===== config.mk =====
export PLATFORM = sky130hd
export DESIGN_NAME = wam_mole
export DESIGN_NICKNAME = d
export VERILOG_FILES = /design/src/rtl/wam_mole.sv
export SDC_FILE = /design/constraint.sdc
export NUM_CORES = 1
export LEC_CHECK = 0
export CAP_MARGIN = 20
export CORE_MARGIN = 5
export CORE_UTILIZATION = 25
export DETAILED_ROUTE_END_ITERATION = 8
export PLACE_DENSITY = 0.45
export RECOVER_POWER = 100
export SYNTH_ARGS = -nofsm -noshare
export SYNTH_HDL_FRONTEND = slang
export SYNTH_SLANG_ARGS = --single-unit
export TNS_END_PERCENT = 5

===== constraint.sdc =====
create_clock -name clk_19 -period 7.4 [get_ports clk_19]
set_input_delay 1.85 -clock clk_19 [delete_from_list [all_inputs] [get_ports clk_19]]
set_output_delay 1.85 -clock clk_19 [all_outputs]
set_load 0.02 [all_outputs]

===== src/rtl/wam_mole.sv =====
// wam_mole: whack-a-mole field controller with LFSR spawner, per-hole lifetimes,
// miss counting and a saturating two-digit BCD score.
module wam_mole #(
    parameter int         N_HOLE   = 16,
    parameter int         MISS_MAX = 8,
    parameter logic [7:0] SEED     = 8'hA5
) (
    input  logic              clk_19,
    input  logic              start,
    input  logic              go,
    input  logic              tick,
    input  logic [3:0]        age,
    input  logic [7:0]        rto,
    input  logic [N_HOLE-1:0] hit,
    output logic [N_HOLE-1:0] mole,
    output logic              hit_ok,
    output logic              miss,
    output logic [3:0]        sc0,
    output logic [3:0]        sc1,
    output logic              cout0,
    output logic              over
);
    typedef enum logic [1:0] {IDLE, PLAY, OVER} state_t;

    state_t            state_q, state_d;
    logic [7:0]        lfsr_q, lfsr_d;
    logic [N_HOLE-1:0] mole_q, mole_d;
    logic [3:0]        life_q [N_HOLE];
    logic [3:0]        life_d [N_HOLE];
    logic [3:0]        sc0_q, sc0_d, sc1_q, sc1_d, miss_cnt_q, miss_cnt_d;
    logic              hit_ok_q, hit_ok_d, miss_q, miss_d, cout0_q, cout0_d;
    logic [N_HOLE-1:0] hv, hone, spawn_oh;
    logic [3:0]        idx, life_new;
    logic              expired;

    assign idx      = lfsr_q[7:4] ^ lfsr_q[3:0];
    assign life_new = (age == 4'd0) ? 4'd1 : age;
    assign hv       = hit & mole_q;
    // isolate the lowest-index valid hit
    assign hone     = hv & (-hv);
    assign spawn_oh = (tick && lfsr_q < rto) ? (N_HOLE'(1) << idx) : '0;
    assign lfsr_d   = {lfsr_q[6:0], lfsr_q[7] ^ lfsr_q[5] ^ lfsr_q[4] ^ lfsr_q[3]};

    always_comb begin
        state_d    = state_q;
        mole_d     = mole_q;
        life_d     = life_q;
        sc0_d      = sc0_q;
        sc1_d      = sc1_q;
        miss_cnt_d = miss_cnt_q;
        hit_ok_d   = 1'b0;
        miss_d     = 1'b0;
        cout0_d    = 1'b0;
        expired    = 1'b0;
        if (state_q != PLAY) begin
            if (go) begin
                state_d    = PLAY;
                mole_d     = '0;
                life_d     = '{default: '0};
                sc0_d      = '0;
                sc1_d      = '0;
                miss_cnt_d = '0;
            end
        end else begin
            // hit beats spawn, spawn beats ageing
            for (int i = 0; i < N_HOLE; i++) begin
                if (hone[i]) begin
                    mole_d[i] = 1'b0;
                    life_d[i] = '0;
                end else if (spawn_oh[i]) begin
                    mole_d[i] = 1'b1;
                    life_d[i] = life_new;
                end else if (tick && mole_q[i]) begin
                    if (life_q[i] == 4'd1) begin
                        mole_d[i] = 1'b0;
                        life_d[i] = '0;
                        expired   = 1'b1;
                    end else begin
                        life_d[i] = life_q[i] - 4'd1;
                    end
                end
            end
            hit_ok_d = |hv;
            if (|hv && !(sc0_q == 4'd9 && sc1_q == 4'd9)) begin
                cout0_d = sc0_q == 4'd9;
                sc0_d   = (sc0_q == 4'd9) ? 4'd0 : sc0_q + 4'd1;
                sc1_d   = (sc0_q == 4'd9) ? sc1_q + 4'd1 : sc1_q;
            end
            miss_d     = expired;
            miss_cnt_d = miss_cnt_q + {3'd0, expired && miss_cnt_q != 4'd15};
            if (miss_cnt_d >= 4'(MISS_MAX)) begin
                state_d = OVER;
                mole_d  = '0;
                life_d  = '{default: '0};
            end
        end
    end

    always_ff @(posedge clk_19) begin
        if (start) begin
            state_q    <= IDLE;
            lfsr_q     <= SEED;
            mole_q     <= '0;
            life_q     <= '{default: '0};
            sc0_q      <= '0;
            sc1_q      <= '0;
            miss_cnt_q <= '0;
            hit_ok_q   <= 1'b0;
            miss_q     <= 1'b0;
            cout0_q    <= 1'b0;
        end else begin
            state_q    <= state_d;
            lfsr_q     <= lfsr_d;
            mole_q     <= mole_d;
            life_q     <= life_d;
            sc0_q      <= sc0_d;
            sc1_q      <= sc1_d;
            miss_cnt_q <= miss_cnt_d;
            hit_ok_q   <= hit_ok_d;
            miss_q     <= miss_d;
            cout0_q    <= cout0_d;
        end
    end

    assign mole   = mole_q;
    assign hit_ok = hit_ok_q;
    assign miss   = miss_q;
    assign sc0    = sc0_q;
    assign sc1    = sc1_q;
    assign cout0  = cout0_q;
    assign over   = state_q == OVER;
endmodule

# Word level (Yosys, flattened, before mapping)
# Cells that the tools add are included.
[word_totals]
register_bits = 105
in_bits = 32
output_inout_bits = 28
word_cells = 407
[classes]
add_sub_neg = 20
n_lt_le_gt_ge = 2
eq_ne = 22
shifts = 1
mux = 220
bitwise_logic = 7
n_reduce_logical = 95
[op_table]
columns = ["cell", "count"]
rows = [
  ["4-bit 2-to-1 mux", 73],
  ["64-bit 2-to-1 mux", 3],
  ["5-bit nonzero test", 32],
  ["1-bit 2-to-1 mux", 137],
  ["4-bit by 1-bit == test with 1-bit output, second input constant", 16],
  ["16-bit 2-to-1 mux", 4],
  ["4-bit by 1-bit subtractor with 4-bit output, second input constant", 16],
  ["3-bit AND reduction", 17],
  ["2-bit AND reduction", 18],
  ["16-bit AND", 2],
  ["1-bit logical AND", 20],
  ["16-bit negator", 1],
  ["16-bit OR reduction", 1],
  ["1-bit by 4-bit left shift with 16-bit output, first input constant", 1],
  ["4-bit by 1-bit adder with 4-bit output, second input constant", 2],
  ["4-bit == test, second input constant", 2],
  ["8-bit less-than comparator", 1],
  ["2-bit 2-to-1 mux", 3],
  ["2-bit nonzero test", 3],
  ["4-bit by 1-bit adder with 4-bit output", 1],
  ["4-bit greater-or-equal comparator, second input constant", 1],
  ["4-bit zero test", 1],
  ["4-bit inequality test, second input constant", 1],
  ["4-bit XOR", 1],
  ["other kinds (8)", 10],
]

# Longest topological paths before layout
# Gate-level depths: netlist of the first run.
[depth]
depth_word = 79
depth_mapped = 19
ltp_nobuf = 17

# Least setup slack after synthesis of the first run
# No wires, ideal clock.
[synth_timing]
path_type = "input-to-reg"
start = "input port rto[2]"
end = "register mole_q[14] (netlist: mole[14])"
setup_time_ns = 0.132
arrival_ns = 5.567
setup_slack_ns = 1.701
path_stages = 19
n_path_buf = 2
path_cell_list = "inv_1 ha_1 or3_1 a21oi_1 o311ai_4 buf_2 nor3_1 o22ai_1 nor4_4 a21oi_1 ha_1 nand3_1 xnor2_1 or2_2 clkbuf_1 nor2_1 a31o_2 o21ai_0 a21oi_1"
[synth_between]
elab_chain_len = 79
word_cells_on_any_way = 84
[synth_lines]
columns = ["item", "line", "text"]
rows = [
  ["start: declaration", "13", "input logic [7:0] rto,"],
  ["8-bit less-than comparator (*)", "41", "assign spawn_oh = (tick && lfsr_q < rto) ? (N_HOLE'(1) << idx) : '0;"],
  ["1-bit logical AND (*)", "41", ""],
  ["16-bit 2-to-1 mux (*)", "41", ""],
  ["1-bit 2-to-1 mux", "70", "end else if (spawn_oh[i]) begin"],
  ["1-bit 2-to-1 mux", "67", "if (hone[i]) begin"],
  ["1-bit 2-to-1 mux", "74", "if (life_q[i] == 4'd1) begin"],
  ["1-bit 2-to-1 mux", "73", "end else if (tick && mole_q[i]) begin"],
  ["1-bit 2-to-1 mux", "70", ""],
  ["[... 63 more ...]", "--", ""],
  ["1-bit 2-to-1 mux", "70", ""],
  ["1-bit 2-to-1 mux", "67", ""],
  ["1-bit 2-to-1 mux", "55", "if (state_q != PLAY) begin"],
  ["1-bit logical AND", "90", "miss_cnt_d = miss_cnt_q + {3'd0, expired && miss_cnt_q != 4'd15};"],
  ["4-bit by 1-bit adder with 4-bit output", "90", ""],
  ["4-bit greater-or-equal comparator", "91", "if (miss_cnt_d >= 4'(MISS_MAX)) begin"],
  ["5-bit nonzero test (no source line) or 16-bit 2-to-1 mux (tied branches)", "--", ""],
  ["3-bit AND reduction (no source line) or 16-bit 2-to-1 mux (tied branches)", "--", ""],
  ["end signal: assignment", "114", "mole_q <= mole_d;"],
  ["end: declaration", "27", "logic [N_HOLE-1:0] mole_q, mole_d;"],
]
# Mark *: on every way between the ends. The rest lies on a longest branch, timed or not. The select of a mux whose other input is x is not followed.
# A chain may end at the register's enable or synchronous reset.

# Final worst setup path of the first run
[layout_timing]
start = "input port hit[6]"
end = "register life_q[62] (netlist name)"
[layout_between]
elab_chain_len = 51
word_cells_on_any_way = 53
[layout_lines]
columns = ["item", "line", "text"]
rows = [
  ["start: declaration", "14", "input logic [N_HOLE-1:0] hit,"],
  ["16-bit AND (*)", "38", "assign hv = hit & mole_q;"],
  ["16-bit negator", "40", "assign hone = hv & (-hv);"],
  ["16-bit AND (*)", "40", ""],
  ["1-bit 2-to-1 mux", "67", ""],
  ["1-bit 2-to-1 mux", "74", ""],
  ["1-bit 2-to-1 mux", "73", ""],
  ["1-bit 2-to-1 mux", "70", ""],
  ["1-bit 2-to-1 mux", "67", ""],
  ["[... 35 more ...]", "--", ""],
  ["1-bit 2-to-1 mux", "70", ""],
  ["1-bit 2-to-1 mux (*)", "67", ""],
  ["1-bit 2-to-1 mux (*)", "55", ""],
  ["1-bit logical AND (*)", "90", ""],
  ["4-bit by 1-bit adder with 4-bit output (*)", "90", ""],
  ["4-bit greater-or-equal comparator (*)", "91", ""],
  ["5-bit nonzero test (no source line) or 64-bit 2-to-1 mux (tied branches)", "--", ""],
  ["2-bit AND reduction (no source line) or 64-bit 2-to-1 mux (tied branches)", "--", ""],
  ["end signal: assignment", "115", "life_q <= life_d;"],
  ["end: declaration", "28", "logic [3:0] life_q [N_HOLE];"],
]
# Marks and branches as above.

==> results.cfg, run 1 <==
[floorplanning]
core_um2 = 28550
fp.dieH_um = 179.4
rows = 62
start_util_pct = 25.13
pin_count = 60
die_area_um2 = 32180
fp.dieW_um = 179.4

[cells_and_area]
n_fill_cell = 3122
antenna_cells = 0
fin_area_um2 = 8451
multi_input_area_um2 = 4639
post-route-util_pct = 29.60
area_delta_synth_final_pct = 17.81
drive_gt1_share_pct = 6.986
layout_commonest_cell = nand2_1
seq_area_um2 = 2102
most-common-layout-cells = nand2_1, dfxtp_1, a21oi_1, nor2_1, nor3_1
finalNonFillerCells = 1386
layout.nets = 1074

[grt]
grt_overflow = 0
track_usage_pct = 14.87
antenna_found_initial = 0
grt_max_degree = 52
grt_pass1_vias = 6649
grt_pass1_wl_um = 37410

[clock_tree]
htreeDepth = 3
cts_setup_buffers = 0
clock_path_buffers = 2
numClockSinks = 105
clk_pin_slew_ns = 0.07
cts_buffers = 9
clock_latency_ns = 0.36
cts-root-buf = clkbuf_16
cts_resized = 0
cts_tree = yes
ctsHoldBuffers = 0

[sta]
min_period_ns = 6.612
fin_skew_ns = 0.01090
setup_viol = 0
maxSlewViolCount = 52
setup_ws_ns = 0.7879
hold_viol_final = 0
fin_setup_tns_ns = 0
fmax_mhz = 151.2
rsz0062_at_grt = false
timing.hold.ws_ns = 0.4659
fin_crit_sh_pct = 89.35
slew_headroom_pct = -63.60
tightest_slew_ns = 2.454

[critical_path]
arrival_ns = 6.88
worstSetupEndpointType = flip-flop
cp_max_fo = 10
reg2reg_from = mole[7]
r2r_slack_ns = 2.43
reg2regPathDepth = 17
worstPathRequired_ns = 7.67
crit_path_start_kind = input pin
r2r_end = life_q[62]
crit_type = in2reg

[placement]
place_hpwl_um = 17220
gp_congestion = 0.8219
dpl_cell_area_um2 = 8168
io_buffers = 59
dp_cells = 1369
place_ws_ns = 0.7535

[power]
p_seq_share_pct = 43.2
p_sw_mw = 0.4016
p_total_mw = 1.360
power.density_nw_per_um2 = 160.9
comb_power_share_pct = 16.4
sw_frac_of_total_pct = 29.53
clkPwrFrac_pct = 40.4
p_int_mw = 0.9581
leakagePower_nw = 3.083
peakVddDrop_uv = 88.39

[yosys]
yosys.cell_types.count = 74
synth_flop_cell = dfxtp_1
yosysWarnings = 0
netlist_instances = 946
synth_seq_cells = 105
synthArstFlopShare_pct = 0
synth_nets = 1023
syn_avg_cell_area_um2 = 7.583
ys_seq_area_share_pct = 29.30
netlist_area_um2 = 7173
synth_area_leaders = dfxtp_1, ha_1, a21oi_1, nand2_1, nor2_1
synth-edff-count = 0
synth_top_area_cell = dfxtp_1
synth_top_area_share_pct = 29.30

[drt]
drc_errors = 0
detail_route.first_pass.iterations = 7
viasPerCell = 5.005
initialDrtViolationCount = 422
routed_wl_um = 23730
wl_per_cell_um = 17.12
ant_nets = 0
dr_total_vias = 6937

[hold_path]
worstHoldStart = life_q[41]
hold_path_class = reg2reg
hold_end = life_q[41]
hold_path_depth = 2

[outcome]
outcome = finished, violations left
violations = max-capacitance violations, max-slew violations

[run]
max-cap-violations = 1
==> synthesized netlist by cell type (14+ instances only) <==
library cell and count:
nand2_1 119, nor2_1 90, mux2_2 14, nor3_1 56, clkbuf_1 27, nand3_1 22, ha_1 45, o211ai_1 26
nand2b_1 22, inv_1 47, o21ai_0 45, or3_1 22, a21oi_1 100, dfxtp_1 105, a22oi_1 19
==> cells by family (layout without fill, tap and decap cells) <==
group,Yosys count,after routing,synth area share (%)
AOI/OAI and AO/OA,262,262,23.64
xor gates and xnor gates,20,20,2.442
adders and majority gates,45,45,7.849
buffers and inverters,86,142,5.477
DFF,105,105,29.30
muxes,22,22,3.314
and+or+nand+nor,406,406,27.98
==> worst max-delay path by stage <==
| stage | from | end | slack (ns) | cells after the start |
|---|---|---|---|---|
| CTS | hit[7] | life_q[15] | 1.13 | 18 |
| finish | hit[6] | life_q[62] | 0.79 | 18 |
| detailed placement | hit[7] | life_q[15] | 0.75 | 18 |
| global placement | hit[6] | life_q[42] | 0.77 | 18 |
| floorplan | rto[2] | mole[14] | 1.70 | 19 |
| global route | hit[6] | life_q[5] | 0.39 | 17 |
==> per-layer routing <==
layer	GRT usage (%)	vias to the layer above	part of all wire, %
li1	-	3502	-
met1	19.68	3259	46
met2	24.12	145	46
met3	3.294	31	5.0
met4	4.919	0	2.2
met5	0	-	0
==> sequential cells by signal, indices dropped and copies added (netlist names) <==
signal	cells
hit_ok	1
lfsr_q	8
sc1	4
mole	16
sc0	4
state_q	2
miss_cnt_q	4
miss	1
cout0	1
life_q	64
==> worst max-delay path, cell delays in order <==
cell and delay [ns]:
dlygate4sd3_1 0.58, a222oi_1 0.68, nand3_1 0.29, or4_1 0.71, nand2b_2 0.12, o22ai_1 0.10, nor4_1 0.43, a21oi_1 0.14
ha_1 0.21, nand3_1 0.09, xnor2_1 0.07, buf_4 0.17, nor2_1 0.13, clkbuf_1 0.38, nand2_1 0.09, o21ai_0 0.52
a22oi_1 0.20, nor2_1 0.11
==> cell type report <==
cell class,count,area share (%)
clock buffers,10,2.828
clock inverters,6,1.066
inverters,47,2.088
multi-input cells,755,54.90
flip-flops and latches,105,24.87
well taps,384,5.686
repair buffers,79,8.558
==> power groups by stage <==
stage | combinational, mW | clock, mW | sequential [mW]
2_1_floorplan | 0.142 | 0 | 0.600
3_3_place_gp | 0.225 | 0 | 0.602
3_5_place_dp | 0.226 | 0 | 0.602
4_1_cts | 0.227 | 0.566 | 0.588
5_1_grt | 0.244 | 0.587 | 0.590
6_report | 0.223 | 0.549 | 0.588
No activity file was read; power rests on OpenSTA's default activity.
==> inputs of run 2 (changes only) <==
--- a/config.mk
+++ b/config.mk
@@ -5,6 +5,7 @@
 export SDC_FILE = /design/constraint.sdc
 export NUM_CORES = 1
 export LEC_CHECK = 0
+export ABC_AREA = 1
 export CAP_MARGIN = 20
 export CORE_MARGIN = 5
 export CORE_UTILIZATION = 25
==> run 2 against run 1 <==
  * The run still ends with max-capacitance violations, max-slew violations left
  * Clock skew up 0.0017 ns
  * Routed wire length down 2.7%
  * Core utilization down 0.31 points
  * Setup slack better by 0.14 ns
  * Flip-flop and latch count unchanged
  * Via count up 7.3%
  * Die area up 3.8%
  * First-iteration DRC count up 5.0%
  * Cell area up 2.5%
  * Area after synthesis up 4.1%
  * Sequential share of layout area down 0.60 points
  * Critical path type unchanged
  * Largest cell class unchanged
  * Largest power group unchanged
  * Highest routed layer unchanged
==> results.cfg, run 2 <==
[outcome]
outcome = finished, violations left
violations = max-capacitance violations, max-slew violations

[placement]
place_hpwl_um = 17170
dp_cells = 1597
place_ws_ns = 0.7368
dpl_cell_area_um2 = 8428
gp_congestion = 0.8387
io_buffers = 59

[critical_path]
cp_max_fo = 30
crit_path_frequent_cell = nand2_1
crit_path_start_kind = input pin
crit_path_top_delay_cell = inv_2
crit_type = in2reg
critPathMaxStageDelay_ns = 0.62
arrival_ns = 6.59
reg2regPathDepth = 25
worstSetupEndpointType = flip-flop
startpoint = rto[7]
r2r_slack_ns = 2.47
reg2reg_from = lfsr_q[7]
r2r_end = life_q[3]
critPathCapture = life_q[3]
worstPathRequired_ns = 7.52

[yosys]
synth_common_cells = nand2_1, inv_1, dfxtp_1
synth_most_common_cell = nand2_1
syn_avg_cell_area_um2 = 6.365
synth_seq_cells = 105
synthArstFlopShare_pct = 0
synth-edff-count = 0
yosys.cell_types.count = 42
netlist_instances = 1173
synth_top_area_cell = dfxtp_1
yosysWarnings = 0
synth_flop_cell = dfxtp_1
synth_area_leaders = dfxtp_1, nand2_1, ha_1, a21oi_1, inv_1
synth_top_area_share_pct = 28.15
netlist_area_um2 = 7466
synth_nets = 1250
ys_seq_area_share_pct = 28.15

[clock_tree]
cts_setup_buffers = 0
numClockSinks = 105
cts-root-buf = clkbuf_16
cts_resized = 0
htreeDepth = 3
cts_buffers = 9
clk_pin_slew_ns = 0.08
clock_path_buffers = 2
clock_latency_ns = 0.36
ctsHoldBuffers = 0
cts_tree = yes

[power]
p_seq_share_pct = 41.8
sw_frac_of_total_pct = 34.23
comb_power_share_pct = 27.1
p_total_mw = 1.538
power.density_nw_per_um2 = 177.6
leakagePower_nw = 3.795
p_sw_mw = 0.5263
p_int_mw = 1.011
clkPwrFrac_pct = 31.1
peakVddDrop_uv = 83.06

[hold_path]
worstHoldStart = life_q[43]
hold_path_class = reg2reg

[cells_and_area]
layout.nets = 1295
regMostFlops = life_q
finalNonFillerCells = 1612
largest_reg_flops = 64
antenna_cells = 0
drive_gt1_share_pct = 5.728
layout_commonest_cell = nand2_1
area_delta_synth_final_pct = 15.99
most-common-layout-cells = nand2_1, inv_1, dfxtp_1, nor2_1, a21oi_1
n_fill_cell = 3308
post-route-util_pct = 29.30
fin_area_um2 = 8660

[floorplanning]
pin_count = 60
die_area_um2 = 33420
start_util_pct = 25.26
fp.dieH_um = 182.8
rows = 63
core_um2 = 29560
fp.dieW_um = 182.8

[sta]
slew_headroom_pct = -70.48
timing.hold.ws_ns = 0.4690
rsz0062_at_grt = false
maxSlewViolCount = 95
fin_setup_tns_ns = 0
min_period_ns = 6.472
fin_skew_ns = 0.01263
setup_viol = 0
fmax_mhz = 154.5
fin_crit_sh_pct = 87.46
tightest_slew_ns = 2.557
setup_ws_ns = 0.9283
hold_viol_final = 0

[grt]
grt_max_degree = 52
grt_pass1_wl_um = 37050
antenna_found_initial = 0
grt_overflow = 0
track_usage_pct = 13.68
grt_pass1_vias = 7060

[drt]
initialDrtViolationCount = 443
dr_total_vias = 7444
viasPerCell = 4.618
routed_wl_um = 23090
wl_per_cell_um = 14.32
ant_nets = 0
detail_route.first_pass.iterations = 5
drc_errors = 0

[run]
max-cap-violations = 2
==> run 2: changes by cell type after synthesis, sizes merged, moves of 17 or more <==
cell | before | now
nand3 | 22 | 99
nand2 | 121 | 364
o21ai | 47 | 64
or3 | 22 | 0
nand2b | 23 | 0
o211ai | 26 | 1
a22oi | 19 | 0
inv | 47 | 142
nor2 | 90 | 112
nor3 | 59 | 18
==> run 2: how the worst min path moves through the flow <==
stage                  to  slack [ns]  cells past startpoint
2_1_floorplan   lfsr_q[2]        0.44                      2
3_3_place_gp   life_q[43]        0.46                      2
3_5_place_dp   life_q[43]        0.46                      2
4_1_cts        life_q[43]        0.47                      2
5_1_grt        life_q[43]        0.49                      2
6_report       life_q[43]        0.47                      2
==> run 2: cells by family (layout without fill, tap and decap cells) <==
| family | after synthesis | in the layout | synth area share [%] |
|---|---|---|---|
| fa+ha+maj | 45 | 45 | 7.541 |
| buf+inv | 174 | 223 | 9.301 |
| compound gates | 189 | 189 | 13.39 |
| simple gates | 631 | 631 | 37.96 |
| xor+xnor | 29 | 29 | 3.653 |
| flops | 105 | 105 | 28.15 |
==> run 2: critical path, delay by kind of cell <==
family                   cells  cell delay, ns
AO/OA/AOI/OAI                1            0.06
XOR/XNOR                     1            0.20
adder cells (fa/ha/maj)      2            0.53
buffers and inverters        6            1.73
AND/OR/NAND/NOR             17            2.20
==> run 2: power groups by stage <==
stage / Clock [mW] / Sequential [mW] / Combinational [mW]
floorplan: 0 / 0.649 / 0.318
global route: 0.514 / 0.650 / 0.478
global placement: 0 / 0.657 / 0.424
detailed placement: 0 / 0.656 / 0.422
CTS: 0.495 / 0.643 / 0.424
finish: 0.479 / 0.643 / 0.416
==> run 2: routing by layer <==
metal | track usage, % | routed length (um)
met1 | 18.79 | 11350
met2 | 22.94 | 10670
met3 | 1.587 | 703
met4 | 3.576 | 362
met5 | 0 | 0
==> run 2: layout make-up <==
type	instances	area, um^2	area share, %
inverters	145	546.8	6.314
repair buffers	63	606.8	7.008
clock buffers	11	252.7	2.919
multi-input cells	894	4634	53.52
flip-flops and latches	105	2102	24.27
clock inverters	4	28.78	0.3323
well taps	390	488.0	5.635
==> inputs of run 3 (changes only) <==
--- a/config.mk
+++ b/config.mk
@@ -10,6 +10,7 @@
 export CORE_MARGIN = 5
 export CORE_UTILIZATION = 25
 export DETAILED_ROUTE_END_ITERATION = 8
+export GPL_TIMING_DRIVEN = 0
 export PLACE_DENSITY = 0.45
 export RECOVER_POWER = 100
 export SYNTH_ARGS = -nofsm -noshare
==> run 3 against run 2 <==
  * The run now ends clean
  * Flip-flop and latch count did not move
  * Die area is the same
  * Clock power decreased by 1%
  * Clock-buffer cell count did not move
  * Hold slack improved by 0.0082 ns
==> results.cfg, run 3 (synthesized netlist as in run 2, its figures left out) <==
[cells_and_area]
area_delta_synth_final_pct = 17.01
drive_gt1_share_pct = 6.024
layout.nets = 1318
antenna_cells = 0
largest_reg_flops = 64
regMostFlops = life_q
layout_commonest_cell = nand2_1
most-common-layout-cells = nand2_1, inv_1, nor2_1, dfxtp_1, a21oi_1

[critical_path]
cp_max_fo = 10
r2r_slack_ns = 2.62
path_cells = dlygate4sd3_1, nand2_1, nand2_1, nor2_1, nand2_4, nor2_1, nand4_4, nand2_1, nor2_1, nor2_1, nand2_1, nor2_1, nor2_1, ha_1, nand3_1, xor2_1, nand2_2, inv_2, clkbuf_1, nand2_1, inv_1, nand2_1, a21oi_1
arrival_ns = 6.74
critPathMaxStageDelay_ns = 0.69
reg2regPathDepth = 22
crit_path_top_delay_cell = nor2_1
worstSetupEndpointType = flip-flop
critPathCapture = life_q[37]
startpoint = hit[7]
worstPathRequired_ns = 7.68
crit_type = in2reg
crit_path_start_kind = input pin
reg2reg_from = mole[2]
r2r_end = life_q[37]

[floorplanning]
core_um2 = 29560
rows = 63
die_area_um2 = 33420
fp.dieW_um = 182.8
pin_count = 60
fp.dieH_um = 182.8
start_util_pct = 25.26

[drt]
ant_nets = 0
wl_met1_um = 12090
viasPerCell = 4.675
dr.max_layer_used = met4
drc_errors = 0
wl_per_cell_um = 15.49
routed_wl_um = 25330
wl_met2_um = 11720
dr_wl_met3_um = 917
initialDrtViolationCount = 510
dr_total_vias = 7644
detail_route.first_pass.iterations = 5

[power]
p_int_mw = 1.007
comb_power_share_pct = 27.9
sw_frac_of_total_pct = 34.95
power.density_nw_per_um2 = 177.2
clkPwrFrac_pct = 30.6
leakagePower_nw = 3.827
p_seq_share_pct = 41.5
p_sw_mw = 0.5410
peakVddDrop_uv = 77.48

[clock_tree]
numClockSinks = 105
clock_latency_ns = 0.36
cts_tree = yes
cts_resized = 0
clk_pin_slew_ns = 0.07
cts-root-buf = clkbuf_16
htreeDepth = 3
cts_setup_buffers = 0
ctsHoldBuffers = 0
cts_buffers = 9
clock_path_buffers = 2

[grt]
grt_pass1_vias = 7086
antenna_found_initial = 0
track_usage_pct = 14.96
grt_max_degree = 17
grt_pass1_wl_um = 39290
grt_overflow = 0

[sta]
rsz0062_at_grt = false
fin_crit_sh_pct = 87.22
fin_setup_tns_ns = 0
slew_headroom_pct = 38.72
min_period_ns = 6.454
hold_viol_final = 0
fin_skew_ns = 0.009179
maxSlewViolCount = 0
tightest_slew_ns = 0.9158
fmax_mhz = 154.9
setup_ws_ns = 0.9460
setup_viol = 0

[outcome]
outcome = complete, no violations

[placement]
place_ws_ns = 1.102
io_buffers = 57
gp_congestion = 0.8518
place_hpwl_um = 18860

[hold_path]
hold_path_class = reg2reg

[run]
max-cap-violations = 0
run 3: cell types whose count changed in the layout (fill, tap and decap cells not counted), sizes merged:
cell / before / now
clkbuf: 14 / 33
buf: 2 / 7
clkdlybuf4s50: 30 / 27
dlygate4sd3: 28 / 30
clkinv: 5 / 4
inv: 142 / 143
run 3: power by group through the flow:
stage	registers [mW]	logic (mW)	clock network, mW
finish	0.642	0.431	0.474
global route	0.648	0.495	0.509
CTS	0.642	0.441	0.489
detailed placement	0.655	0.439	0
global placement	0.655	0.437	0
floorplan	0.649	0.318	0
run 3: routing by layer:
layer  vias up  track usage, %
met4         0           4.887
li1       3920               -
met1      3539           20.34
met3        34           1.864
met5         -               0
met2       151           24.76
run 3: cell type report:
| class | count | area (um^2) |
|---|---|---|
| flip-flops and latches | 105 | 2102 |
| multi-input cells | 894 | 4612 |
| plain buffers | 29 | 145.1 |
| inverters | 145 | 546.8 |
| repair buffers | 57 | 570.5 |
| fillers | 3326 | 20820 |
| clock inverters | 4 | 28.78 |
| clock buffers | 11 | 242.7 |
| well taps | 390 | 488.0 |
run 3: stage by stage:
step | utilization, % | hold WS (ns) | cells | instance area (um^2) | power [mW]
after floorplan | - | 0.4444 | 1173 | 7466 | 0.9675
after detailed placement | 28.84 | 0.4693 | 1620 | 8524 | 1.094
after CTS | 29.76 | 0.4812 | 1635 | 8796 | 1.572
final | 29.55 | 0.4772 | 1635 | 8736 | 1.548
after global placement | 28.84 | 0.4569 | 1620 | 8524 | 1.092
after global routing | 29.55 | 0.5012 | 1635 | 8736 | 1.652
run 3: how the worst min path moves through the flow:
stage | startpoint | endpoint | slack (ns) | cells past startpoint
global placement | life_q[3] | life_q[3] | 0.46 | 2
detailed placement | life_q[3] | life_q[3] | 0.47 | 2
global route | life_q[1] | life_q[1] | 0.50 | 2
CTS | life_q[3] | life_q[3] | 0.48 | 2
floorplan | lfsr_q[1] | lfsr_q[2] | 0.44 | 2
finish | life_q[3] | life_q[3] | 0.48 | 2
run 3: worst max-delay path: cells and delay by family:
family,cells,cell delay [ns]
AOI/OAI and AO/OA,1,0.12
xor gates and xnor gates,1,0.21
adders and majority gates,1,0.20
buffers and inverters,4,1.58
and+or+nand+nor,16,2.76
